--- src/rtl/scan_layer_scheduler.sv ---
// Layer sequencer and tile-fetch scheduler for the column scanner.
// Optional stall counter is built when SCAN_SCHED_STALL_CNT_EN is defined.
module scan_layer_scheduler #(
   parameter int NUM_LAYERS = 8,
   parameter int OUT_H      = 112,
   parameter int TILE_H     = 6,
   parameter int K          = 3,
   localparam int AW        = $clog2(NUM_LAYERS),
   localparam int RW        = $clog2(OUT_H)
) (
   input  logic          clk,
   input  logic          rst_n,
   input  logic          cfg_wr_en,
   input  logic [AW-1:0] cfg_wr_addr,
   input  logic [16:0]   cfg_wr_data,
   input  logic          run,
   input  logic [AW:0]   num_layers,
   output logic [7:0]    scan_cfg_w,
   output logic [7:0]    scan_cfg_h,
   output logic          scan_stride2_en,
   output logic          scan_start,
   input  logic          scan_tile_start,
   input  logic [RW-1:0] scan_tile_row,
   input  logic          scan_done,
   output logic          buffer_ready,
   output logic          fetch_req,
   output logic [RW-1:0] fetch_row,
   input  logic          fetch_ack,
   output logic          busy,
   output logic          done,
   output logic [AW-1:0] layer_idx,
   output logic          err_overrun,
   output logic [31:0]   stall_cycles,
   output logic [2:0]    state_dbg
);

   typedef enum logic [2:0] {S_IDLE, S_LOAD, S_RUN, S_NEXT, S_FIN} state_t;

   localparam int            STEP_I = TILE_H - K + 1;
   localparam logic [RW-1:0] STEP1  = RW'(STEP_I);
   localparam logic [RW-1:0] STEP2  = RW'(2 * STEP_I);
   localparam logic [AW:0]   MAX_NL = (AW+1)'(NUM_LAYERS);

   logic [16:0] tbl [NUM_LAYERS];
   logic [16:0] entry;

   state_t        state_q, state_d;
   logic [AW-1:0] layer_idx_q, layer_idx_d;
   logic [AW:0]   num_q, num_d;
   logic [7:0]    cfg_w_q, cfg_w_d, cfg_h_q, cfg_h_d;
   logic          cfg_s2_q, cfg_s2_d;
   logic          scan_start_q, scan_start_d;
   logic          fetch_req_q, fetch_req_d;
   logic [RW-1:0] fetch_row_q, fetch_row_d;
   logic          outst_q, outst_d, pend_q, pend_d;
   logic [1:0]    ready_q, ready_d;
   logic [RW-1:0] next_row_q, next_row_d, row_seen_q, row_seen_d;
   logic          busy_q, busy_d, done_q, done_d, err_q, err_d;

   logic          ack_ok, consume, overrun, want;
   logic [RW-1:0] step;

   // Table has no reset so its contents survive rst_n; writes are blocked while busy.
   always_ff @(posedge clk) begin
      if (cfg_wr_en && !busy_q) tbl[cfg_wr_addr] <= cfg_wr_data;
   end

   assign entry   = tbl[layer_idx_q];
   assign step    = cfg_s2_q ? STEP2 : STEP1;
   assign ack_ok  = fetch_ack && outst_q;
   assign consume = (scan_tile_row != row_seen_q);
   assign overrun = scan_tile_start && (pend_q || (ready_q == 2'd2));
   assign want    = pend_q || (scan_tile_start && !overrun);

   // Loader handshake: fetch_req is a level held from issue until the one-cycle
   // fetch_ack; an ack with no fetch outstanding is ignored.
   always_comb begin
      state_d      = state_q;
      layer_idx_d  = layer_idx_q;
      num_d        = num_q;
      cfg_w_d      = cfg_w_q;
      cfg_h_d      = cfg_h_q;
      cfg_s2_d     = cfg_s2_q;
      scan_start_d = 1'b0;
      fetch_req_d  = fetch_req_q;
      fetch_row_d  = fetch_row_q;
      outst_d      = outst_q;
      pend_d       = pend_q;
      ready_d      = ready_q;
      next_row_d   = next_row_q;
      row_seen_d   = scan_tile_row;
      busy_d       = busy_q;
      done_d       = 1'b0;
      err_d        = err_q;
      case (state_q)
         S_IDLE: begin
            if (run) begin
               err_d = 1'b0;
               if (num_layers == '0) begin
                  done_d = 1'b1;
               end else begin
                  layer_idx_d = '0;
                  num_d       = (num_layers > MAX_NL) ? MAX_NL : num_layers;
                  busy_d      = 1'b1;
                  state_d     = S_LOAD;
               end
            end
         end
         S_LOAD: begin
            cfg_w_d     = entry[7:0];
            cfg_h_d     = entry[15:8];
            cfg_s2_d    = entry[16];
            ready_d     = 2'd0;
            pend_d      = 1'b0;
            outst_d     = 1'b0;
            fetch_req_d = 1'b0;
            next_row_d  = '0;
            if (entry[7:0] == 8'd0 || entry[15:8] == 8'd0) begin
               state_d = S_NEXT;
            end else begin
               scan_start_d = 1'b1;
               state_d      = S_RUN;
            end
         end
         S_RUN: begin
            if (overrun) err_d = 1'b1;
            if (scan_done) begin
               fetch_req_d = 1'b0;
               outst_d     = 1'b0;
               pend_d      = 1'b0;
               state_d     = S_NEXT;
            end else begin
               pend_d = want;
               if (want && !outst_q && ready_q != 2'd2) begin
                  fetch_req_d = 1'b1;
                  fetch_row_d = next_row_q;
                  outst_d     = 1'b1;
                  pend_d      = 1'b0;
                  next_row_d  = next_row_q + step;
               end
               if (ack_ok) begin
                  fetch_req_d = 1'b0;
                  outst_d     = 1'b0;
               end
               case ({ack_ok, consume})
                  2'b10:   if (ready_q != 2'd2) ready_d = ready_q + 2'd1;
                  2'b01:   if (ready_q != 2'd0) ready_d = ready_q - 2'd1;
                  default: ready_d = ready_q;
               endcase
            end
         end
         S_NEXT: begin
            layer_idx_d = layer_idx_q + AW'(1);
            if ((AW+1)'(layer_idx_q) + (AW+1)'(1) == num_q) begin
               done_d  = 1'b1;
               busy_d  = 1'b0;
               state_d = S_FIN;
            end else begin
               state_d = S_LOAD;
            end
         end
         S_FIN:   state_d = S_IDLE;
         default: state_d = S_IDLE;
      endcase
   end

   always_ff @(posedge clk or negedge rst_n) begin
      if (!rst_n) begin
         state_q      <= S_IDLE;
         layer_idx_q  <= '0;
         num_q        <= '0;
         cfg_w_q      <= '0;
         cfg_h_q      <= '0;
         cfg_s2_q     <= 1'b0;
         scan_start_q <= 1'b0;
         fetch_req_q  <= 1'b0;
         fetch_row_q  <= '0;
         outst_q      <= 1'b0;
         pend_q       <= 1'b0;
         ready_q      <= 2'd0;
         next_row_q   <= '0;
         row_seen_q   <= '0;
         busy_q       <= 1'b0;
         done_q       <= 1'b0;
         err_q        <= 1'b0;
      end else begin
         state_q      <= state_d;
         layer_idx_q  <= layer_idx_d;
         num_q        <= num_d;
         cfg_w_q      <= cfg_w_d;
         cfg_h_q      <= cfg_h_d;
         cfg_s2_q     <= cfg_s2_d;
         scan_start_q <= scan_start_d;
         fetch_req_q  <= fetch_req_d;
         fetch_row_q  <= fetch_row_d;
         outst_q      <= outst_d;
         pend_q       <= pend_d;
         ready_q      <= ready_d;
         next_row_q   <= next_row_d;
         row_seen_q   <= row_seen_d;
         busy_q       <= busy_d;
         done_q       <= done_d;
         err_q        <= err_d;
      end
   end

   assign buffer_ready    = (state_q == S_RUN) && (ready_q != 2'd0);
   assign scan_cfg_w      = cfg_w_q;
   assign scan_cfg_h      = cfg_h_q;
   assign scan_stride2_en = cfg_s2_q;
   assign scan_start      = scan_start_q;
   assign fetch_req       = fetch_req_q;
   assign fetch_row       = fetch_row_q;
   assign busy            = busy_q;
   assign done            = done_q;
   assign layer_idx       = layer_idx_q;
   assign err_overrun     = err_q;
   assign state_dbg       = state_q;

`ifdef SCAN_SCHED_STALL_CNT_EN
   logic [31:0] stall_q, stall_d;

   always_comb begin
      stall_d = stall_q;
      if (state_q == S_IDLE && run) begin
         stall_d = '0;
      end else if (state_q == S_RUN && !buffer_ready && stall_q != 32'hFFFF_FFFF) begin
         stall_d = stall_q + 32'd1;
      end
   end

   always_ff @(posedge clk or negedge rst_n) begin
      if (!rst_n) stall_q <= '0;
      else        stall_q <= stall_d;
   end

   assign stall_cycles = stall_q;
`else
   assign stall_cycles = 32'd0;
`endif

endmodule

--- config.mk ---
export PLATFORM = sky130hd
export DESIGN_NAME = scan_layer_scheduler
export DESIGN_NICKNAME = d
export VERILOG_FILES = /design/src/rtl/scan_layer_scheduler.sv
export SDC_FILE = /design/constraint.sdc
export NUM_CORES = 1
export LEC_CHECK = 0
export CORE_ASPECT_RATIO = 1.4
export CORE_MARGIN = 3
export CORE_UTILIZATION = 55
export DETAILED_ROUTE_END_ITERATION = 10
export GPL_ROUTABILITY_DRIVEN = 0
export PLACE_DENSITY = 0.84
export SLEW_MARGIN = 20
export SYNTH_ARGS = -nofsm -noshare
export SYNTH_HDL_FRONTEND = slang
export SYNTH_SLANG_ARGS = --single-unit
--- constraint.sdc ---
create_clock -name clk -period 3.3 [get_ports clk]
set_clock_uncertainty 0.15 [all_clocks]
set_input_delay 0.66 -clock clk [delete_from_list [all_inputs] [get_ports clk]]
set_output_delay 0.66 -clock clk [all_outputs]
set_load 0.02 [all_outputs]
==> flow_summary_export.csv <==
group,metric,value,unit
sta,hold_violations,0,
critical_path,setup.worst_path.start_class,"flip-flop",
critical_path,cp_max_fo,8,
power,p_clk_frac,0.270,
drt,vias,4226,
synthesis,async_reset_ff_frac,0.277,
min_path,min_path_type,"in2async",
floorplan,io_pins,106,
power,p_int,4750,uW
clocking,postCtsSetupBuffers,0,
cells_and_area,finalNetCount,591,
drt,drt_pass1_iterations,5,
cells_and_area,stdcell_area,0.00911,mm^2
floorplan,start_util,0.569,
global_routing,grt_pass1_wl,25100,um
sta,relSlewSlack,0.368,
run,drv_cap,0,
placement,port_buffers,71,
drt,detail-route-antenna-nets,0,
power,seq_power_share,0.429,
drt,drc,0,
placement,postPlaceCellArea,0.00856,mm^2
critical_path,required,2.49,ns
power,swShare,0.327,
clocking,clock-sinks,188,
sta,tns,0,ns
global_routing,grt_start_max_net_pins,42,
synthesis,syn_area_per_cell,16.7,um^2
sta,hold_slack,0.224,ns
outcome,status,"complete, no violations",
power,leakagePower,0.00331,uW
synthesis,ys_seq_area_frac,0.700,
synthesis,synth_area,0.00769,mm^2
global_routing,antenna_found_initial,0,
drt,wirelength,15700,um
drt,drt-wirelength-per-cell,21.1,um
critical_path,crit_arrival,2.20,ns
sta,rsz0062_at_grt,"no",
synthesis,synth_edf_count,136,
cells_and_area,syn2layout_area_growth,18.4,%
cells_and_area,fill_cells,861,
clocking,ctsHoldBuffers,0,
synthesis,ys_seq_elements,188,
critical_path,crit_type,"reg2out",
sta,slew_violations,0,
clocking,clk_latency,0.43,ns
power,vdd_drop_max,0.550,mV
power,power.total,7060,uW
clocking,clockBufferDepth,2,
clocking,cts_buffers,17,
power,pwr-share-comb,0.301,
clocking,htreeDepth,4,
synthesis,postSynthCellCount,461,
sta,setup_violations,0,
clocking,clock-root-buffer,"clkbuf_16",
floorplan,core_area,0.0135,mm^2
sta,clock.fmax,332,MHz
drt,via_per_inst,5.68,
clocking,path_clk_slew,0.07,ns
cells_and_area,antenna_cells,0,
global_routing,grt_pass1_vias,4575,
synthesis,dominantRegCellSynth,"edfxtp_1",
global_routing,grt_overflow,0,
floorplan,die_w,106,um
clocking,cts_tree,"done",
sta,period_share,0.914,
placement,pre_cts_ws,0.598,ns
critical_path,endpoint_kind,"output pin",
sta,worstMarginPinSlew,0.948,ns
clocking,ctsResizeCount,0,
floorplan,placementRows,50,
sta,fin_crit,3.01,ns
power,p_switching,2310,uW
placement,dp_hpwl,10100,um
synthesis,synthDistinctLibCells,44,
synthesis,synth_warnings,0,
power,power_density,775,mW/mm^2
sta,worst_slack,0.285,ns
drt,drt_iter0_markers,295,
floorplan,die_h,146,um
cells_and_area,drive_gt1_frac,0.171,
global_routing,grt_usage,0.216,
floorplan,die_area,0.0155,mm^2
flip-flops by register name, indices dropped and copies added, names as in the netlist:
register         count
busy                 1
done                 1
err_overrun          1
fetch_row            5
layer_idx            3
next_row_q           5
num_q                4
outst_q              1
pend_q               1
ready_q              2
row_seen_q           7
scan_cfg_h           8
scan_cfg_w           8
scan_start           1
scan_stride2_en      1
state_dbg            3
tbl                136
synth_stat cells (all sizes together) (4+ instances only):
| cell | instances | area, um^2 |
|---|---|---|
| buf | 43 | 322 |
| clkbuf | 8 | 30.0 |
| dfrtp | 52 | 1300 |
| edfxtp | 136 | 4080 |
| inv | 4 | 15.0 |
| mux2 | 5 | 75.1 |
| mux2i | 20 | 200 |
| mux4 | 34 | 766 |
| nand2 | 46 | 173 |
| nand3 | 6 | 30.0 |
| nand3b | 4 | 30.0 |
| nand4 | 6 | 37.5 |
| nor2 | 21 | 78.8 |
| nor3 | 4 | 20.0 |
| nor4 | 4 | 46.3 |
| o21ai | 25 | 125 |
| xor2 | 13 | 114 |
critical path: stages (launching register included):
cell and delay, ns:
dfrtp_1 0.48, or3b_1 0.55, nor2_1 0.14, clkdlybuf4s50_1 0.61
stage by stage:
step,instances,util
floorplan,494,-
global placement,712,0.633
detailed placement,712,0.633
CTS,744,0.674
global route,744,0.674
finish,744,0.674
placed cells by master (no fill, tap or decap), drive strengths merged:
cell type	n
a21o	3
o21ai	25
nand3	6
nor4b	1
nand2b	3
or3	1
xor2	13
edfxtp	136
mux2i	20
clkinvlp	2
o22ai	3
o31ai	1
nor4	4
fa	1
a221oi	1
ha	3
dfrtp	52
o32ai	1
xnor2	2
and2b	1
inv	13
or4	1
nand3b	4
clkbuf	17
or3b	2
or2	2
clkdlybuf4s50	70
mux2	5
clkinv	4
buf	17
nand2	46
a31oi	1
a22o	1
nor2	21
nor3	4
conb	34
mux4	34
nand4	6
a21oi	1
routing by layer:
layer | global-route usage | wire, um | up-vias
met5 | 0 | 0 | -
met4 | 0.106 | 495 | 0
met3 | 0.0422 | 850 | 40
met2 | 0.385 | 8690 | 184
met1 | 0.246 | 5700 | 2153
li1 | - | - | 1849
power by group through the flow:
stage / Sequential (uW) / Combinational, uW / Clock (uW)
after detailed placement: 3070 / 2100 / 0
after global placement: 3060 / 2040 / 0
final: 3030 / 2120 / 1910
after floorplan: 3160 / 1270 / 0
after global routing: 3070 / 2300 / 2030
after CTS: 3030 / 2150 / 1930
layout make-up:
| cell class | instances | area (um^2) | area share |
|---|---|---|---|
| clock buffer | 17 | 425 | 0.0467 |
| tap | 182 | 228 | 0.0250 |
| sequential | 188 | 5390 | 0.591 |
| timing repair buffer | 87 | 851 | 0.0934 |
| multi-input combinational | 251 | 2080 | 0.228 |
| clock inverter | 15 | 128 | 0.0140 |
| inverter | 4 | 15.0 | 0.00165 |
cell families (layout without fill, tap and decap cells):
logic type / count (synthesis) / in the layout / synth area share
multiplexers: 59 / 59 / 0.135
AND/OR/NAND/NOR: 102 / 102 / 0.0646
other: 1 / 34 / 0.000487
AO/OA/AOI/OAI: 37 / 37 / 0.0275
adder cells (fa/ha/maj): 4 / 4 / 0.00748
XOR/XNOR: 15 / 15 / 0.0171
buffers and inverters: 55 / 123 / 0.0476
flip-flops: 188 / 188 / 0.700
worst paths after layout:
kind / cells past startpoint / slack, ns / end / from
max in group asynchronous: 1 / 2.11 / layer_idx[0] / rst_n
min in group clk: 2 / 0.33 / scan_cfg_h[0] / scan_cfg_h[0]
max reg2reg: 7 / 0.51 / state_dbg[0] / layer_idx[0]
min reg2reg: 2 / 0.33 / scan_cfg_h[0] / scan_cfg_h[0]
min: 1 / 0.22 / row_seen_q[3] / rst_n
max: 3 / 0.29 / buffer_ready / state_dbg[2]
Note: power is estimated with default switching activity, not from simulation.
